`config.mk`:
```
export PLATFORM = sky130hd
export DESIGN_NAME = duzias_dispenser_flat
export DESIGN_NICKNAME = d
export VERILOG_FILES = /design/src/rtl/duzias_dispenser_if.sv /design/src/rtl/duzias_dispenser.sv /design/src/flat_wrapper.sv
export SDC_FILE = /design/constraint.sdc
export NUM_CORES = 1
export LEC_CHECK = 0
export CORE_MARGIN = 10
export CORE_UTILIZATION = 40
export DETAILED_ROUTE_END_ITERATION = 8
export GPL_ROUTABILITY_DRIVEN = 0
export PLACE_DENSITY = 0.68
export SYNTH_ARGS = -nofsm -noshare
export SYNTH_HDL_FRONTEND = slang
export SYNTH_SLANG_ARGS = --single-unit
```
`constraint.sdc`:
```
create_clock -name clk -period 2.2 [get_ports clk]
set_clock_uncertainty 0.05 [all_clocks]
set_input_delay 0.66 -clock clk [delete_from_list [all_inputs] [get_ports clk]]
set_output_delay 0.66 -clock clk [all_outputs]
set_load 0.02 [all_outputs]
```
`src/rtl/duzias_dispenser_if.sv`:
```
// Dispenser handshake bundle: stock load and item requests in, item pulses and display counts out.
// Latency: none (wiring only).
// Backpressure: none; the requester paces itself on item_valid/empty.
interface duzias_dispenser_if;
   logic       load;
   logic [3:0] dezenas_in;
   logic [3:0] unidades_in;
   logic       item_req;
   logic       item_valid;
   logic [3:0] item_pos;
   logic [3:0] unidades_duzias;
   logic [3:0] dezenas_duzias;
   logic       busy;
   logic       empty;
   logic       err;

   modport master (
      output load, dezenas_in, unidades_in, item_req,
      input  item_valid, item_pos, unidades_duzias, dezenas_duzias, busy, empty, err
   );

   modport slave (
      input  load, dezenas_in, unidades_in, item_req,
      output item_valid, item_pos, unidades_duzias, dezenas_duzias, busy, empty, err
   );
endinterface

```
`src/rtl/duzias_dispenser.sv`:
```
// Releases BCD-counted dozens one item per request; UNDERFLOW_ERR_EN flags requests on empty stock.
// Latency: item_valid one cycle after the sampling edge, back-to-back at one item per cycle.
// Backpressure: none; requests with no stock are dropped (or flagged when the macro is defined).
module duzias_dispenser #(
   parameter int ITEMS_PER_GROUP = 12,
   parameter int MAX_DIGIT       = 9
) (
   input logic                clk,
   input logic                reset,
   duzias_dispenser_if.slave  bus
);

   typedef enum logic [1:0] {
      IDLE   = 2'd0,
      LOADED = 2'd1,
      OPEN   = 2'd2
   } state_t;

   localparam logic [3:0] LAST_POS  = 4'(ITEMS_PER_GROUP - 1);
   localparam logic [3:0] MAX_BCD   = 4'(MAX_DIGIT);

   state_t     state_q, state_d;
   logic [3:0] pos_q, pos_d;
   logic [3:0] tens_q, tens_d;
   logic [3:0] units_q, units_d;
   logic       valid_q, valid_d;
   logic       err_q, err_d;
   logic       busy_q, busy_d;
   logic       empty_q;

   logic load_bad;
   logic load_zero;
   logic stock_left;

   assign load_bad   = (bus.dezenas_in > MAX_BCD) || (bus.unidades_in > MAX_BCD);
   assign load_zero  = (bus.dezenas_in == 4'd0) && (bus.unidades_in == 4'd0);
   assign stock_left = (tens_q != 4'd0) || (units_q != 4'd0);

   always_ff @(posedge clk or posedge reset) begin
      if (reset) begin
         state_q <= IDLE;
         pos_q   <= 4'd0;
         tens_q  <= 4'd0;
         units_q <= 4'd0;
         valid_q <= 1'b0;
         err_q   <= 1'b0;
         busy_q  <= 1'b0;
         empty_q <= 1'b1;
      end else begin
         state_q <= state_d;
         pos_q   <= pos_d;
         tens_q  <= tens_d;
         units_q <= units_d;
         valid_q <= valid_d;
         err_q   <= err_d;
         busy_q  <= busy_d;
         empty_q <= ~busy_d;
      end
   end

   always_comb begin
      state_d = state_q;
      pos_d   = pos_q;
      tens_d  = tens_q;
      units_d = units_q;
      valid_d = 1'b0;
      err_d   = err_q;

      // A load always wins and throws away any dozen that is currently open.
      if (bus.load) begin
         pos_d = 4'd0;
         if (load_bad) begin
            err_d   = 1'b1;
            tens_d  = 4'd0;
            units_d = 4'd0;
            state_d = IDLE;
         end else begin
            err_d   = 1'b0;
            tens_d  = bus.dezenas_in;
            units_d = bus.unidades_in;
            state_d = load_zero ? IDLE : LOADED;
         end
      end else if (bus.item_req) begin
         unique case (state_q)
            LOADED: begin
               valid_d = 1'b1;
               pos_d   = LAST_POS;
               state_d = OPEN;
               if (units_q == 4'd0) begin
                  units_d = 4'd9;
                  tens_d  = tens_q - 4'd1;
               end else begin
                  units_d = units_q - 4'd1;
               end
            end
            OPEN: begin
               valid_d = 1'b1;
               if (pos_q > 4'd1) begin
                  pos_d = pos_q - 4'd1;
               end else begin
                  pos_d   = 4'd0;
                  state_d = stock_left ? LOADED : IDLE;
               end
            end
            default: begin
`ifdef UNDERFLOW_ERR_EN
               err_d = 1'b1;
`endif
            end
         endcase
      end

      busy_d = (state_d != IDLE);
   end

   assign bus.item_valid      = valid_q;
   assign bus.item_pos        = pos_q;
   assign bus.unidades_duzias = units_q;
   assign bus.dezenas_duzias  = tens_q;
   assign bus.busy            = busy_q;
   assign bus.empty           = empty_q;
   assign bus.err             = err_q;

endmodule
```
`src/flat_wrapper.sv`:
```
// flat-port wrapper written by rule: the top's interface ports become plain ports
module duzias_dispenser_flat 
#(
   parameter int ITEMS_PER_GROUP = 12,
   parameter int MAX_DIGIT       = 9
)
  (clk, reset, bus_load, bus_dezenas_in, bus_unidades_in, bus_item_req, bus_item_valid, bus_item_pos, bus_unidades_duzias, bus_dezenas_duzias, bus_busy, bus_empty, bus_err);
  duzias_dispenser_if bus_i ();
  input logic clk;
  input logic reset;
  input wire logic [$bits(bus_i.load)-1:0] bus_load;
  input wire logic [$bits(bus_i.dezenas_in)-1:0] bus_dezenas_in;
  input wire logic [$bits(bus_i.unidades_in)-1:0] bus_unidades_in;
  input wire logic [$bits(bus_i.item_req)-1:0] bus_item_req;
  output wire logic [$bits(bus_i.item_valid)-1:0] bus_item_valid;
  output wire logic [$bits(bus_i.item_pos)-1:0] bus_item_pos;
  output wire logic [$bits(bus_i.unidades_duzias)-1:0] bus_unidades_duzias;
  output wire logic [$bits(bus_i.dezenas_duzias)-1:0] bus_dezenas_duzias;
  output wire logic [$bits(bus_i.busy)-1:0] bus_busy;
  output wire logic [$bits(bus_i.empty)-1:0] bus_empty;
  output wire logic [$bits(bus_i.err)-1:0] bus_err;
  assign bus_i.load = bus_load;
  assign bus_i.dezenas_in = bus_dezenas_in;
  assign bus_i.unidades_in = bus_unidades_in;
  assign bus_i.item_req = bus_item_req;
  assign bus_item_valid = bus_i.item_valid;
  assign bus_item_pos = bus_i.item_pos;
  assign bus_unidades_duzias = bus_i.unidades_duzias;
  assign bus_dezenas_duzias = bus_i.dezenas_duzias;
  assign bus_busy = bus_i.busy;
  assign bus_empty = bus_i.empty;
  assign bus_err = bus_i.err;
  duzias_dispenser #(.ITEMS_PER_GROUP(ITEMS_PER_GROUP), .MAX_DIGIT(MAX_DIGIT)) u_core (.clk(clk), .reset(reset), .bus(bus_i));
endmodule
```
# After elaboration in Yosys (flattened, before gate mapping)
# Index checks and enable logic that the tools add are counted.
[totals]
reg_bits = 18
inputBits = 12
output_inout_bits = 16
[classes]
addsub = 3
n_lt_le_gt_ge = 3
eq_ne = 2
mux = 25
n_bitwise = 1
reduce_logical = 17
[ops]
columns = ["op", "n"]
rows = [
  ["$mux 4", 13],
  ["$logic_not 4->1", 3],
  ["$sub 4x1->4 const B", 3],
  ["$gt 4x4->1 const B", 2],
  ["$mux 2", 4],
  ["$pmux 4 s2", 1],
  ["$reduce_bool 2->1", 4],
  ["$reduce_bool 4->1", 2],
  ["$mux 1", 6],
  ["$gt 4x1->1 const B", 1],
  ["$pmux 2 s2", 1],
  ["$reduce_and 2->1", 2],
  ["$reduce_and 3->1", 1],
  ["$reduce_bool 3->1", 1],
  ["$eq 2x1->1 const B", 1],
  ["$eq 2x2->1 const B", 1],
  ["$logic_or 1x1->1", 2],
  ["$reduce_or 2->1", 1],
  ["$logic_and 1x1->1", 1],
  ["$not 1->1", 1],
]

# Depth between registers and ports, before layout
[depth]
ltp_word = 9
depth_mapped = 7

# Least setup slack after synthesis
# OpenSTA, ideal clock, no wires.
[synth_timing]
path_kind = "flip-flop to flip-flop"
startpoint = "register u_core.pos_q[0], in the netlist u_core.bus.item_pos[0]"
endpoint = "register u_core.busy_q, in the netlist u_core.bus.busy"
t_arrival_ns = 1.621
required_time_ns = 2.026
setup_slack_ns = 0.405
stages_incl_launch_ff = 8
synth_period_minus_slack_ns = 1.795
cell_sequence = "dfrtp_1 inv_1 ha_1 nor2_1 or3_1 a21oi_2 o311ai_2 or2_1"
[synth_between]
elab_chain_cells = 6
[synth_rtl]
columns = ["item", "line_no", "rtl"]
rows = [
  ["start: declaration", "duzias_dispenser.sv:23", "logic [3:0] pos_q, pos_d;"],
  ["start signal: assignment", "duzias_dispenser.sv:51", "pos_q <= pos_d;"],
  ["$gt 4x1->1", "duzias_dispenser.sv:98", "if (pos_q > 4'd1) begin"],
  ["$mux 2", "duzias_dispenser.sv:98", ""],
  ["$pmux 2 s2", "duzias_dispenser.sv:84", "unique case (state_q)"],
  ["$mux 2", "duzias_dispenser.sv:83", "end else if (bus.item_req) begin"],
  ["$mux 2", "duzias_dispenser.sv:70", "if (bus.load) begin"],
  ["net u_core.state_d[0]", "duzias_dispenser.sv:22", "state_t state_q, state_d;"],
  ["$reduce_bool 2->1", "duzias_dispenser.sv:113", "busy_d = (state_d != IDLE);"],
  ["net u_core.busy_d", "duzias_dispenser.sv:28", "logic busy_q, busy_d;"],
  ["end signal: assignment", "duzias_dispenser.sv:56", "busy_q <= busy_d;"],
  ["end: declaration", "duzias_dispenser.sv:28", ""],
]
# The timed path passes the listed nets, and every way through them passes these cells.
# A chain may end at the register's enable or synchronous reset.

# Worst setup path in the final report
[layout_timing]
startpoint = "register u_core.pos_q[3], in the netlist u_core.bus.item_pos[3]"
endpoint = "output port bus_item_pos[3]"
[layout_lines]
columns = ["item", "line_no", "rtl"]
rows = [
  ["end: declaration", "flat_wrapper.sv:16", "output wire logic [$bits(bus_i.item_pos)-1:0] bus_item_pos;"],
]
# No word-level cell between the ends.

==> flow_metrics.env <==
export IMPL_cts_tree="built"
export IMPL_final_common_cell="clkdlybuf4s50_1"
export IMPL_fp_row_count=18
export IMPL_avgSynthCellArea_um2=9.516
export IMPL_grt_pass1_wl_um=4229
export IMPL_finalPower_uw=939.5
export IMPL_grt_pass1_vias=903
export IMPL_synth_seq_area_share_pct=43.55
export IMPL_worstSetupPathType="reg -> out"
export IMPL_rsz0062_at_grt="no"
export IMPL_p_leak_nw=0.6078
export IMPL_nets=163
export IMPL_max_slew_margin_pct=73.23
export IMPL_post_route_period_util_pct=97.28
export IMPL_clk_pin_slew_ns=0.11
export IMPL_drive_above_1_share_pct=11.11
export IMPL_worstSetupEndpointType="output pin"
export IMPL_crit_required_ns=1.49
export IMPL_final_setup_viol_count=0
export IMPL_cts_buffers=3
export IMPL_netlist_top_cells_area="dfrtp_1 (41%), ha_1 (7.2%), o21ai_0 (6.3%), nor2_1 (4.7%), nand2_1 (4.0%)"
export IMPL_grt_antenna_before_repair=0
export IMPL_grt_max_degree=19
export IMPL_port_buffers=27
export IMPL_final_cell_mix="clkdlybuf4s50_1 (27), dfrtp_1 (17), nor2_1 (13), o21ai_0 (13), nand2_1 (11)"
export IMPL_status="finished, final reports clean"
export IMPL_clk_path_buf_depth=2
export IMPL_hold_buffers=0
export IMPL_max_cap_violations=0
export IMPL_netlist_instances=109
export IMPL_tightestPinTransition_ns=0.4003
export IMPL_slew_violations=0
export IMPL_antenna_left=0
export IMPL_io_pins=28
export IMPL_p_per_area_nw_per_um2=662.7
export IMPL_drc=0
export IMPL_clkLatencyLatePin_ns=0.30
export IMPL_cp_max_fo=7
export IMPL_cts_root_buf="clkbuf_4"
export IMPL_cts_sinks=18
export IMPL_worstPathCellList="clkdlybuf4s50_1"
export IMPL_hold_class="reg -> reg"
export IMPL_max_freq_mhz=467.3
export IMPL_vias=907
export IMPL_postCtsSetupBuffers=0
export IMPL_core_um2=2477
export IMPL_die_area_um2=5030
export IMPL_period_minus_slack_ns=2.140
export IMPL_arrival_ns=1.43
export IMPL_synth_cell_area_um2=1037
export IMPL_vdd_drop_max_mv=0.5230
export IMPL_cts_resized=0
export IMPL_crit_family="buffers and inverters"
export IMPL_yosys_register_bits=18
export IMPL_routedWlPerCell_um=15.02
export IMPL_crit_slowest_cell="clkdlybuf4s50_1"
export IMPL_hpwl_um=2060
export IMPL_yosysTopAreaCellShare_pct=41.01
export IMPL_overflow=0
export IMPL_syn_nets=127
export IMPL_yosysTopAreaCell="dfrtp_1"
export IMPL_viasPerCell=5.213
export IMPL_area_growth_pct=36.67
export IMPL_ys_warn_count=0
export IMPL_slowest_delay_ns=0.65
export IMPL_die_width_um=70.92
export IMPL_ys_types=32
export IMPL_cts_max_level=1
export IMPL_hold_violations=0
export IMPL_dr_first_iter_drc_count=39
export IMPL_tns_ns=0
export IMPL_dr_pass1_iters=4
export IMPL_critical_path_buf_inv_count=1
export IMPL_grt_use_total_pct=10.24
export IMPL_initial_core_util_pct=41.87
export IMPL_diodes=0
export IMPL_start_kind="register"
export IMPL_die_h_um=70.92
export IMPL_totalWireLength_um=2613
where the power goes:
part | total [mW] | switching [mW] | internal, mW
clock network | 0.208 | 0.107 | 0.101
registers | 0.412 | 0.0421 | 0.370
logic | 0.320 | 0.163 | 0.157
final cells by class:
type,instances,area (um^2)
fillers,244,1060
multi-input cells,81,546.8
flip-flops and latches,18,451.7
repair buffers,33,315.3
well taps,30,37.54
clock buffers,4,36.28
inverters,8,30.03
state kept, by name (all words and copies together) (netlist names):
register,count
u_core.bus.busy,1
u_core.bus.dezenas_duzias,4
u_core.bus.empty,1
u_core.bus.err,1
u_core.bus.item_pos,4
u_core.bus.item_valid,1
u_core.bus.unidades_duzias,4
u_core.state_q,2
kinds of logic after synthesis:
family	share of synthesized area (%)
buffers and inverters	3.739
flip-flops	43.55
AO/OA/AOI/OAI	17.01
AND/OR/NAND/NOR	24.13
adder cells (fa/ha/maj)	7.237
XOR/XNOR	3.378
multiplexers	0.9651
path summary, 6_finish.rpt:
kind | endpoint | startpoint | slack, ns | cells past startpoint
worst max-delay path | bus_item_pos[3] | u_core.bus.item_pos[3] | 0.06 | 1
worst min-delay path | u_core.bus.err | u_core.bus.err | 0.47 | 2
worst max register to register | u_core.bus.busy | u_core.bus.item_pos[0] | 0.30 | 7
worst min register to register | u_core.bus.err | u_core.bus.err | 0.47 | 2
max in group asynchronous | u_core.bus.empty | reset | 1.23 | 3
min in group asynchronous | u_core.bus.item_pos[1] | reset | 0.61 | 3
per-layer routing:
metal  vias to the layer above  global-route usage [%]  part of all wire (%)
li1                        451                       -                     -
met1                       429                   12.15                    44
met2                        25                   16.02                    48
met3                         2                   5.300                   7.6
met4                         0                   2.366                  0.50
met5                         -                       0                     0
cell usage after synthesis:
cell type	instances
o21a_1	1
o21ai_0	13
mux2i_1	1
nand2_1	11
o41ai_1	1
nor3b_1	2
a21o_1	2
nand4bb_4	1
a21oi_2	1
a22o_1	3
dfrtp_1	17
ha_1	6
nand2b_4	1
o311ai_2	1
xnor2_1	3
nand3_1	2
or3_1	1
buf_2	1
clkbuf_1	1
xor2_1	1
nor4_1	2
a21oi_1	4
dfstp_2	1
nor2_1	13
and3_1	1
nor4_4	1
nand2b_1	3
o32ai_1	1
nor3_1	3
or4_1	1
or2_1	1
inv_1	8
per-stage QoR:
step                utilization, %  area (um^2)  hold WS (ns)  instances  worst slack [ns]
detailed placement           55.76         1381        0.4383        170          0.005971
finish                       57.22         1418        0.4665        174           0.05989
floorplan                        -         1037        0.5251        109            0.4049
CTS                          57.22         1418        0.4676        174           0.04674
global route                 57.22         1418        0.4962        174          0.003246
global placement             55.76         1381        0.4296        170           0.06040
(Power assumes the default switching activity.)
